**config.mk**
```make
export PLATFORM = sky130hd
export DESIGN_NAME = instruction_sequencer
export DESIGN_NICKNAME = d
export VERILOG_FILES = /design/src/rtl/instruction_sequencer.sv
export SDC_FILE = /design/constraint.sdc
export NUM_CORES = 1
export LEC_CHECK = 0
export ABC_AREA = 1
export BUFFER_PORTS_ARGS = -buffer_cell sky130_fd_sc_hd__buf_4
export CAP_MARGIN = 40
export CORE_ASPECT_RATIO = 1.1
export CORE_MARGIN = 5
export CORE_UTILIZATION = 41
export DETAILED_ROUTE_END_ITERATION = 8
export HOLD_SLACK_MARGIN = 0.12
export PLACE_DENSITY_LB_ADDON = 0.08
export SYNTH_ARGS = -nofsm -noshare
export SYNTH_HDL_FRONTEND = slang
export SYNTH_SLANG_ARGS = --single-unit
```
**constraint.sdc**
```tcl
create_clock -name clock -period 1.35 [get_ports clock]
set_input_delay 0 -clock clock [delete_from_list [all_inputs] [get_ports clock]]
set_output_delay 0 -clock clock [all_outputs]
set_load 0.05 [all_outputs]
```
**src/rtl/instruction_sequencer.sv**
```systemverilog
// Control-unit front end: fetches an instruction, steps it through the decoder-supplied
// sub-states, latches status and gates the decoder control word onto the datapath.
module instruction_sequencer #(
    parameter int MAX_STEPS = 4
) (
    input  logic        clock,
    input  logic        reset,
    output logic        fetch_request,
    input  logic        fetch_valid,
    input  logic [31:0] instruction_in,
    input  logic        stall,
    input  logic [4:0]  status_in,
    input  logic [32:0] decoder_controlword,
    output logic [31:0] instruction,
    output logic [1:0]  state,
    output logic [4:0]  status,
    output logic [32:0] controlword,
    output logic        executing,
    output logic        sequence_error
);

    typedef enum logic {
        PHASE_FETCH   = 1'b0,
        PHASE_EXECUTE = 1'b1
    } phase_t;

    localparam logic [3:0] STEP_LIMIT = 4'(MAX_STEPS);

    phase_t     phase;
    logic [3:0] step_count;
    logic [3:0] step_next;
    logic [1:0] cw_next_state;
    logic       cw_status_load;

    assign cw_next_state  = decoder_controlword[1:0];
    assign cw_status_load = decoder_controlword[2];
    assign step_next      = step_count + 4'd1;

    // Fetch handshake: an instruction transfers on a rising clock edge where
    // fetch_request (ready) and fetch_valid are both high; valid alone is ignored.
    assign fetch_request = (phase == PHASE_FETCH);
    assign executing     = (phase == PHASE_EXECUTE);

    // Outside a live, unstalled EXECUTE cycle every bus enable and write is forced off.
    assign controlword = (executing && !stall) ? decoder_controlword : 33'd0;

    always_ff @(posedge clock or posedge reset) begin
        if (reset) begin
            phase          <= PHASE_FETCH;
            instruction    <= 32'd0;
            state          <= 2'b00;
            status         <= 5'd0;
            step_count     <= 4'd0;
            sequence_error <= 1'b0;
        end else begin
            sequence_error <= 1'b0;
            case (phase)
                PHASE_FETCH: begin
                    if (fetch_valid) begin
                        instruction <= instruction_in;
                        state       <= 2'b00;
                        step_count  <= 4'd0;
                        phase       <= PHASE_EXECUTE;
                    end
                end
                PHASE_EXECUTE: begin
                    if (!stall) begin
                        step_count <= step_next;
                        if (cw_status_load) begin
                            status <= status_in;
                        end
                        if (cw_next_state == 2'b00) begin
                            state <= 2'b00;
                            phase <= PHASE_FETCH;
                        end else if (step_next == STEP_LIMIT) begin
                            // Runaway sequence: abandon the instruction and flag it once.
                            state          <= 2'b00;
                            phase          <= PHASE_FETCH;
                            sequence_error <= 1'b1;
                        end else begin
                            state <= cw_next_state;
                        end
                    end
                end
                default: phase <= PHASE_FETCH;
            endcase
        end
    end

endmodule

```
==> results of run 1 <==
-- what timing repair did --
action	in CTS	in global routing
pin swaps	5	2
setup buffers	4	5
endpoints found under the setup margin	31	59
hold endpoints to repair	87	0
hold buffers	44	0
cloned	1	1
gates resized for setup	41	11
-- sequential cells by signal, summed over array words and instances (netlist names) --
register,cells
executing,1
status,5
sequence_error,1
instruction,32
state,2
step_count,4
-- layout by cell type (no fill, tap or decap), drive strengths merged --
cell	Yosys	layout
a21oi	2	2
clkbuf	0	6
inv	42	41
mux2	32	32
nand2	34	34
dfrtp	45	45
bufinv	0	1
clkinv	0	2
o22ai	2	2
dlygate4sd3	0	43
diode	0	1
clkinvlp	0	1
nand3	2	2
buf	6	169
ha	2	2
nor2	38	38
nand4	1	1
-- layout make-up --
cell class / instances / area (um2)
inverter: 42 / 170
sequential: 45 / 1130
antenna: 1 / 2.50
fill: 218 / 504
clock buffer: 5 / 68.8
tap: 58 / 72.6
clock inverter: 3 / 46.3
multi-input combinational: 113 / 1080
timing repair buffer: 213 / 1990
-- tightest hold or removal path, stage by stage --
cell	delay [ns]
dlygate4sd3_1	0.54
buf_4	0.13
clkinv_1	0.07
buf_12	0.24
-- worst paths after layout --
kind	slack, ns	from	cells after the start	to
worst min register to register	0.50	status[0]$_DFFE_PP0P_	2	status[0]$_DFFE_PP0P_
max in group asynchronous	0.84	reset	4	executing$_DFF_PP0_
worst max register to register	-0.02	executing$_DFF_PP0_	5	instruction[9]$_DFFE_PP0P_
worst max-delay path	-0.04	executing$_DFF_PP0_	6	controlword[1]
min in group clock	0.37	decoder_controlword[23]	4	controlword[23]
worst min-delay path	0.29	reset	4	instruction[23]$_DFFE_PP0P_
-- stage by stage --
step | hold WS (ns) | cell area, um2 | utilization (%) | total power (uW) | TNS, ns
floorplan | 0.110 | 2440 | - | 6290 | -2.54
global placement | 0.0605 | 3700 | 73.0 | 7930 | 0
detailed placement | 0.0693 | 3700 | 73.0 | 8010 | 0
CTS | 0.294 | 4470 | 88.2 | 9370 | -1.07
global route | 0.325 | 4560 | 90.0 | 10000 | -2.88
finish | 0.292 | 4560 | 90.0 | 9690 | -0.729
-- report_power, final --
part	internal, uW	switching, uW	total [uW]
logic	2370	3800	6170
registers	1970	500	2470
clock network	554	494	1050
-- metal layers --
metal,up-vias,GRT usage [%],share of wire (%)
met5,-,0,0
met4,0,9.06,2.7
met3,22,8.40,9.4
met2,134,49.3,54
met1,1100,27.2,34
li1,1046,-,-
-- cells by family after synthesis --
family | count (synthesis) | share of synthesized area, %
flops | 45 | 52.2
fa+ha+maj | 2 | 1.16
mux | 32 | 21.9
compound gates | 4 | 1.04
buf+inv | 48 | 9.57
simple gates | 75 | 14.1
-- Yosys cell counts --
library cell,n
a21oi_1,2
buf_2,3
buf_6,3
dfrtp_1,45
ha_1,2
inv_1,39
inv_2,3
mux2_2,2
mux2_4,30
nand2_1,32
nand2_2,1
nand2_4,1
nand3_1,2
nand4_1,1
nor2_1,37
nor2_4,1
o22ai_1,2
==> summary.txt, run 1 <==
Setup path
  – CP max FO: 6
  – Worst setup EP type: output port
  – WP data required: 1.35 ns
  – Critical path type: flip-flop to output port
  – CP delay by family, top: buffers and inverters
  – Worst-path cell chain: inv_6, nor2_4, inv_6, buf_6, nor2_4, buf_8
  – Buffer and inverter count on the worst path: 4
  – CP peak stage delay: 0.42 ns
  – Crit-path slowest cell: dfrtp_2
  – CP Launch Type: flip-flop
  – Crit path DAT: 1.39 ns

STA
  – RSZ-0062 raised after global routing: true
  – F_max: 718 MHz
  – Slew HR: 84.1%
  – Final setup fails: 41
  – Final Hold Vio Count: 0
  – Max Slew Vio Count: 0
  – Period utilisation layout: 103%
  – Worst-Margin Slew: 0.238 ns
  – Clk_skew: 0.00721 ns
  – Tmin final: 1.39 ns
  – Worst setup margin: -0.0433 ns

Global routing
  – GRT Util Overall: 26.3%
  – Largest net degree at the start of global routing: 46
  – Initial antenna violation count: 0
  – GRT Residual Overflow: 0
  – First-pass GRT wire length: 13.5 mm
  – Number of global-route vias before repair: 2525

Detailed routing
  – Final WL: 9.24 mm
  – First DRT Iteration DRCs: 92
  – WL per Instance: 19.2 um
  – DRC viols: 0
  – Routed vias/inst: 4.80
  – Vias: 2302
  – Drt pass-1 iters: 4
  – Detail Route Antenna Nets: 0

Floorplanning
  – Starting Density: 42.6%
  – Total die area: 6810 um2
  – Num rows: 27
  – Die Width: 79.2 um
  – Core area: 5070 um2
  – I/O pin count: 149
  – Die Ht: 86.1 um

Placed design
  – Port buffer count: 148
  – Dpl hpwl: 5.06 mm
  – Setup WS pre-CTS: 0.0839 ns
  – GPL Wtd Cong: 0.732
  – Placed Cells: 417

Power and ir drop
  – PD cells: 2120 nW/um2
  – Pleak: 0.00242 uW
  – Worst IR Drop VDD: 1.93 mV

Logic synthesis
  – Post-Syn Area: 2160 um2
  – Avg Inst Size Synth: 10.5 um2
  – Synth Register Bits: 45
  – Syn nets: 282
  – Synth top area cells: dfrtp_1 52%, mux2_4 21%, inv_1 6.8%
  – Synth cell types: 17
  – Synth top area share: 52.2%
  – Register area share after synthesis: 52.2%
  – Area leader, netlist: dfrtp_1
  – Mapped Cells: 206
  – Synth Warn #: 0

Clock tree
  – CTS clk-pin slew, worst paths: 0.09 ns
  – Clock buffer depth: 2
  – # clock sinks: 45
  – CTS tree: built
  – Num CTS Buffers: 5
  – Clock Latency Late Sink: 0.30 ns
  – Clock Root Buffer: clkbuf_8
  – Htree depth: 2

Finish
  – Area Overhead vs Synth: 112%
  – Nets: 496
  – Finished Layout Cells: 480
  – Share of cells above drive strength 1: 59.6%

Status
  – Failing checks: setup timing
  – Status: complete, but fails checks

Worst hold path
  – Hold Crit Class: primary input to asynchronous set/reset pin

Job
  – Max-Cap Viols: 0
Note: power is estimated with default switching activity, not from simulation.
==> run 2, diff against run 1 <==
TNS_END_PERCENT = 50   (was unset)
==> run 2 against run 1 <==
  * The run still ends with setup timing left
  * Final cell count shrank 1.9%
  * Non-clock buffer count shrank 7
  * Maximum frequency shrank 3.6%
  * Setup slack lost 0.052 ns
  * Clock skew shrank 0.00078 ns
  * Clock-buffer cell count is the same
  * Clock power shrank 6%
  * Register-to-register slack gained 0.07 ns
  * Core utilization shrank 0.79 points
  * Worst hold slack lost 0.023 ns
  * Routed wire length shrank 13%
  * Flip-flop and latch count is the same
  * Largest cell class unchanged
  * Largest power group unchanged
  * Highest routed layer unchanged
==> summary.txt, run 2 (synthesis gave the netlist of run 1 again) <==
Setup path
  – WP data required: 1.35 ns
  – R2R setup slack: 0.05 ns
  – Worst-path cell chain: inv_6, nor2_4, inv_6, buf_16, nor2_4, buf_6
  – Worst setup EP type: output port
  – Crit path DAT: 1.45 ns
  – CP delay by family, top: buffers and inverters
  – FF-to-FF End: instruction[16]$_DFFE_PP0P_
  – CP peak stage delay: 0.42 ns
  – Crit-path slowest cell: dfrtp_2
  – Buffer and inverter count on the worst path: 4
  – Worst R2R Path Depth: 5
  – Reg-to-reg startpoint: executing$_DFF_PP0_
  – CP max FO: 9
  – CP Launch Type: flip-flop
  – Critical path type: flip-flop to output port

Worst hold path
  – Hold Crit Class: primary input to asynchronous set/reset pin

Floorplanning
  – Starting Density: 42.6%
  – Die Ht: 86.1 um
  – Num rows: 27
  – Total die area: 6810 um2
  – Die Width: 79.2 um
  – Core area: 5070 um2
  – I/O pin count: 149

Finish
  – Finished Core Util: 89.3%
  – Antenna fix cells: 0
  – Most common cell after layout, fill and taps aside: buf_4
  – Filler Cell Count: 237
  – Highest-count cells in the layout ignoring fill and taps: 119 x buf_4, 43 x dlygate4sd3_1, 43 x dfrtp_1
  – Area Overhead vs Synth: 110%
  – Top reg by flops: instruction
  – Largest register FFs: 32
  – Share of cells above drive strength 1: 58.8%
  – Top Registers: instruction x32, status x5, step_count x4
  – Nets: 489

STA
  – Worst-Margin Slew: 0.438 ns
  – TNS Setup: -2.22 ns
  – Final Hold Vio Count: 0
  – RSZ-0062 raised after global routing: true
  – Period utilisation layout: 107%
  – Final setup fails: 32
  – Worst setup margin: -0.0951 ns
  – Tmin final: 1.45 ns
  – F_max: 692 MHz
  – Clk_skew: 0.00644 ns
  – Slew HR: 70.7%
  – Max Slew Vio Count: 0

Clock tree
  – Htree depth: 2
  – Clock buffer depth: 2
  – CTS tree: built
  – Clock Root Buffer: clkbuf_8
  – Num CTS Buffers: 5
  – # clock sinks: 45
  – CTS clk-pin slew, worst paths: 0.08 ns
  – Clock Latency Late Sink: 0.30 ns

Detailed routing
  – Detail Route Antenna Nets: 0
  – Drt pass-1 iters: 4
  – Routed vias/inst: 4.73
  – WL per Instance: 17.1 um
  – Final WL: 8.03 mm
  – First DRT Iteration DRCs: 97
  – DRC viols: 0
  – Vias: 2227

Placed design
  – Port buffer count: 148
  – Dpl hpwl: 4.84 mm
  – GPL Wtd Cong: 0.721

Status
  – Status: complete, but fails checks
  – Failing checks: setup timing

Global routing
  – Largest net degree at the start of global routing: 28
  – Initial antenna violation count: 0
  – Number of global-route vias before repair: 2476
  – GRT Residual Overflow: 0
  – GRT Util Overall: 23.1%
  – First-pass GRT wire length: 12.3 mm

Power and ir drop
  – Worst IR Drop VDD: 1.91 mV
  – Pleak: 0.00241 uW
  – PD cells: 2070 nW/um2

Job
  – Max-Cap Viols: 0
-- run 2: cell count changes in the layout (fill, tap and decap cells not counted), moves of 2 or more --
cell,change
buf_4,-7
buf_6,-4
buf_8,+3
buf_16,+2
-- run 2: per-layer routing --
metal	wire [um]	GRT usage, %
met1	2730	23.4
met2	4300	43.1
met3	811	8.72
met4	191	7.50
met5	0	0
-- run 2: layout make-up --
type / count / area [um2] / share of cell area [%]
well taps: 58 / 72.6 / 1.60
repair buffers: 206 / 1960 / 43.4
clock buffers: 5 / 68.8 / 1.52
multi-input cells: 113 / 1080 / 23.9
flip-flops and latches: 45 / 1130 / 25.0
clock inverters: 2 / 35.0 / 0.775
inverters: 42 / 175 / 3.87
-- run 2: where the power goes --
group	switching (uW)	internal (uW)
Combinational	3670	2320
Clock	444	538
Sequential	431	1970
Total	4550	4830
-- run 2: tightest hold or removal path, delay by kind of cell --
family,cells,cell delay [ns]
buf+inv,3,0.99
-- run 2: per-stage QoR --
stage	std cells	setup WS (ns)	hold slack (ns)	power (uW)	area [um2]
floorplan	206	-0.0814	0.110	6280	2430
global placement	413	0.143	0.0255	7850	3660
detailed placement	413	0.120	0.0294	7910	3660
CTS	471	-0.0773	0.259	9290	4480
global route	471	-0.147	0.293	9780	4520
finish	471	-0.0951	0.269	9380	4520
-- run 2: how the worst max path moves through the flow --
stage,start,end,slack [ns],cells past startpoint
global route,executing$_DFF_PP0_,controlword[27],-0.15,6
detailed placement,step_count[0]$_DFFE_PP0P_,executing$_DFF_PP0_,0.12,7
CTS,executing$_DFF_PP0_,controlword[27],-0.08,6
global placement,step_count[0]$_DFFE_PP0P_,executing$_DFF_PP0_,0.14,7
floorplan,executing$_DFF_PP0_,state[0]$_DFFE_PP0P_,-0.08,6
finish,executing$_DFF_PP0_,controlword[27],-0.1,6
-- run 2: timing repair --
item,in CTS,in global routing
hold buffers,44,0
endpoints found under the hold margin,87,0
setup endpoints to repair,31,37
gates cloned,3,0
buffers inserted,4,0
gates resized for setup,47,13
pin swaps,3,2
==> run 3, diff against run 2 <==
CORE_ASPECT_RATIO = unset   (was 1.1)
CORE_UTILIZATION = 30   (was 41)
PLACE_DENSITY = 0.62   (was unset)
PLACE_DENSITY_LB_ADDON = unset   (was 0.08)
==> run 3 against run 2 <==
  * The run still ends with setup timing left
  * Power shrank 3.2%
  * Maximum frequency up 3.7%
  * Non-clock buffer count is 2 higher
  * First-iteration DRC count is 40% lower
  * Final area decreased by 0.11%
  * Global-route usage shrank 7.1 points
  * Critical path type unchanged
==> summary.txt, run 3 (synthesis gave the netlist of run 1 again) <==
Setup path
  – Critical path type: flip-flop to output port
  – R2R setup slack: 0.02 ns
  – CP Launch Type: flip-flop
  – Worst setup EP type: output port
  – Crit path DAT: 1.39 ns
  – Worst-path cell chain: inv_6, nor2_4, inv_6, buf_12, nor2_4, buf_6
  – WP data required: 1.35 ns
  – Reg-to-reg startpoint: executing$_DFF_PP0_
  – Worst R2R Path Depth: 5
  – CP max FO: 10
  – Crit-path slowest cell: dfrtp_2
  – CP peak stage delay: 0.41 ns
  – FF-to-FF End: instruction[15]$_DFFE_PP0P_

STA
  – Period utilisation layout: 103%
  – RSZ-0062 raised after global routing: true
  – Tmin final: 1.39 ns
  – Final Hold Vio Count: 0
  – F_max: 718 MHz
  – Worst-Margin Slew: 0.238 ns
  – Slew HR: 84.1%
  – Final setup fails: 30
  – Clk_skew: 0.00326 ns
  – Worst setup margin: -0.0433 ns
  – Max Slew Vio Count: 0

Clock tree
  – CTS clk-pin slew, worst paths: 0.08 ns
  – Clock Root Buffer: clkbuf_8
  – Clock buffer depth: 2
  – # clock sinks: 45
  – Htree depth: 2
  – Num CTS Buffers: 5
  – Clock Latency Late Sink: 0.28 ns
  – CTS tree: built

Power and ir drop
  – Pleak: 0.00237 uW
  – PD cells: 2010 nW/um2
  – Worst IR Drop VDD: 1.31 mV
  – Final total power: 9080 uW

Detailed routing
  – First DRT Iteration DRCs: 58
  – Routed vias/inst: 4.17
  – DRC viols: 0
  – Final WL: 7.14 mm
  – WL per Instance: 13.9 um
  – Drt pass-1 iters: 4
  – Vias: 2141
  – Detail Route Antenna Nets: 0

Worst hold path
  – Hold Crit Class: primary input to flip-flop
  – Hold depth: 5
  – Hold Path Sink: step_count[1]$_DFFE_PP0P_
  – Min-delay src: stall

Global routing
  – Initial antenna violation count: 0
  – Largest net degree at the start of global routing: 46
  – GRT Residual Overflow: 0
  – First-pass GRT wire length: 11.3 mm
  – GRT Util Overall: 16.0%
  – Number of global-route vias before repair: 2384

Floorplanning
  – Core area: 7140 um2
  – Starting Density: 30.2%
  – Total die area: 8990 um2
  – Die Width: 94.8 um
  – I/O pin count: 149
  – Num rows: 31
  – Die Ht: 94.8 um

Status
  – Status: complete, but fails checks
  – Failing checks: setup timing

Finish
  – Antenna fix cells: 0
  – Top Registers: instruction x32, status x5, step_count x4
  – Multi-input gate area: 1090 um2
  – Share of cells above drive strength 1: 59.3%
  – Most common cell after layout, fill and taps aside: buf_4
  – Top reg by flops: instruction
  – Filler Cell Count: 587
  – Highest-count cells in the layout ignoring fill and taps: 124 x buf_4, 43 x dfrtp_1, 42 x dlygate4sd3_1
  – Nets: 491
  – Largest register FFs: 32
  – Finished Core Util: 63.3%
  – Area Overhead vs Synth: 109%
  – Reg area: 1130 um2

Placed design
  – GPL Wtd Cong: 0.714
  – Port buffer count: 148
  – Dpl hpwl: 5.22 mm

Job
  – Max-Cap Viols: 0
-- run 3: worst max-delay path by stage --
| stage | startpoint | to | slack, ns | cells after the start |
|---|---|---|---|---|
| floorplan | executing$_DFF_PP0_ | state[0]$_DFFE_PP0P_ | -0.08 | 6 |
| global placement | step_count[0]$_DFFE_PP0P_ | executing$_DFF_PP0_ | 0.10 | 7 |
| detailed placement | step_count[0]$_DFFE_PP0P_ | executing$_DFF_PP0_ | 0.11 | 7 |
| CTS | executing$_DFF_PP0_ | controlword[0] | -0.08 | 6 |
| global route | executing$_DFF_PP0_ | controlword[6] | -0.11 | 6 |
| finish | executing$_DFF_PP0_ | controlword[3] | -0.04 | 6 |
-- run 3: metal layers --
metal | global-route usage, % | vias to the layer above | wire, um
met5 | 0 | - | 0
met4 | 3.49 | 0 | 75
met3 | 5.42 | 9 | 804
met2 | 30.2 | 107 | 3690
met1 | 17.1 | 990 | 2580
li1 | - | 1035 | -
-- run 3: cell type report --
cell class | instances | area share [%]
multi-input cells | 113 | 24.2
inverters | 42 | 3.82
flip-flops and latches | 45 | 25.0
well taps | 99 | 2.74
clock buffers | 6 | 1.61
clock inverters | 1 | 0.194
repair buffers | 208 | 42.5
-- run 3: critical path: cells and delay by family, from the launching register on --
family        cells  cell delay [ns]
flops             1             0.41
buf+inv           4             0.45
simple gates      2             0.24
-- run 3: timing repair --
item / CTS / global route
hold endpoints to repair: 84 / 0
setup endpoints to repair: 30 / 38
buffers inserted: 6 / 3
hold buffers: 42 / 0
gates resized for setup: 44 / 11
gates cloned: 1 / 0
pin swaps: 5 / 4
-- run 3: stage by stage --
stage / cells / setup WS (ns) / hold WS [ns] / setup TNS (ns) / area (um2)
floorplan: 206 / -0.0814 / 0.110 / -2.82 / 2430
global placement: 455 / 0.103 / 0.0672 / 0 / 3710
detailed placement: 455 / 0.108 / 0.0696 / 0 / 3710
CTS: 511 / -0.0807 / 0.130 / -1.23 / 4450
global route: 514 / -0.110 / 0.127 / -2.73 / 4520
finish: 514 / -0.0433 / 0.119 / -0.594 / 4520
-- run 3: report_power, final --
group / switching (uW) / total [uW] / internal [uW] / leakage [uW]
Clock: 423 / 781 / 359 / 0.0000412
Sequential: 425 / 2400 / 1970 / 0.000539
Combinational: 3610 / 5900 / 2290 / 0.00179
Total: 4460 / 9080 / 4620 / 0.00237
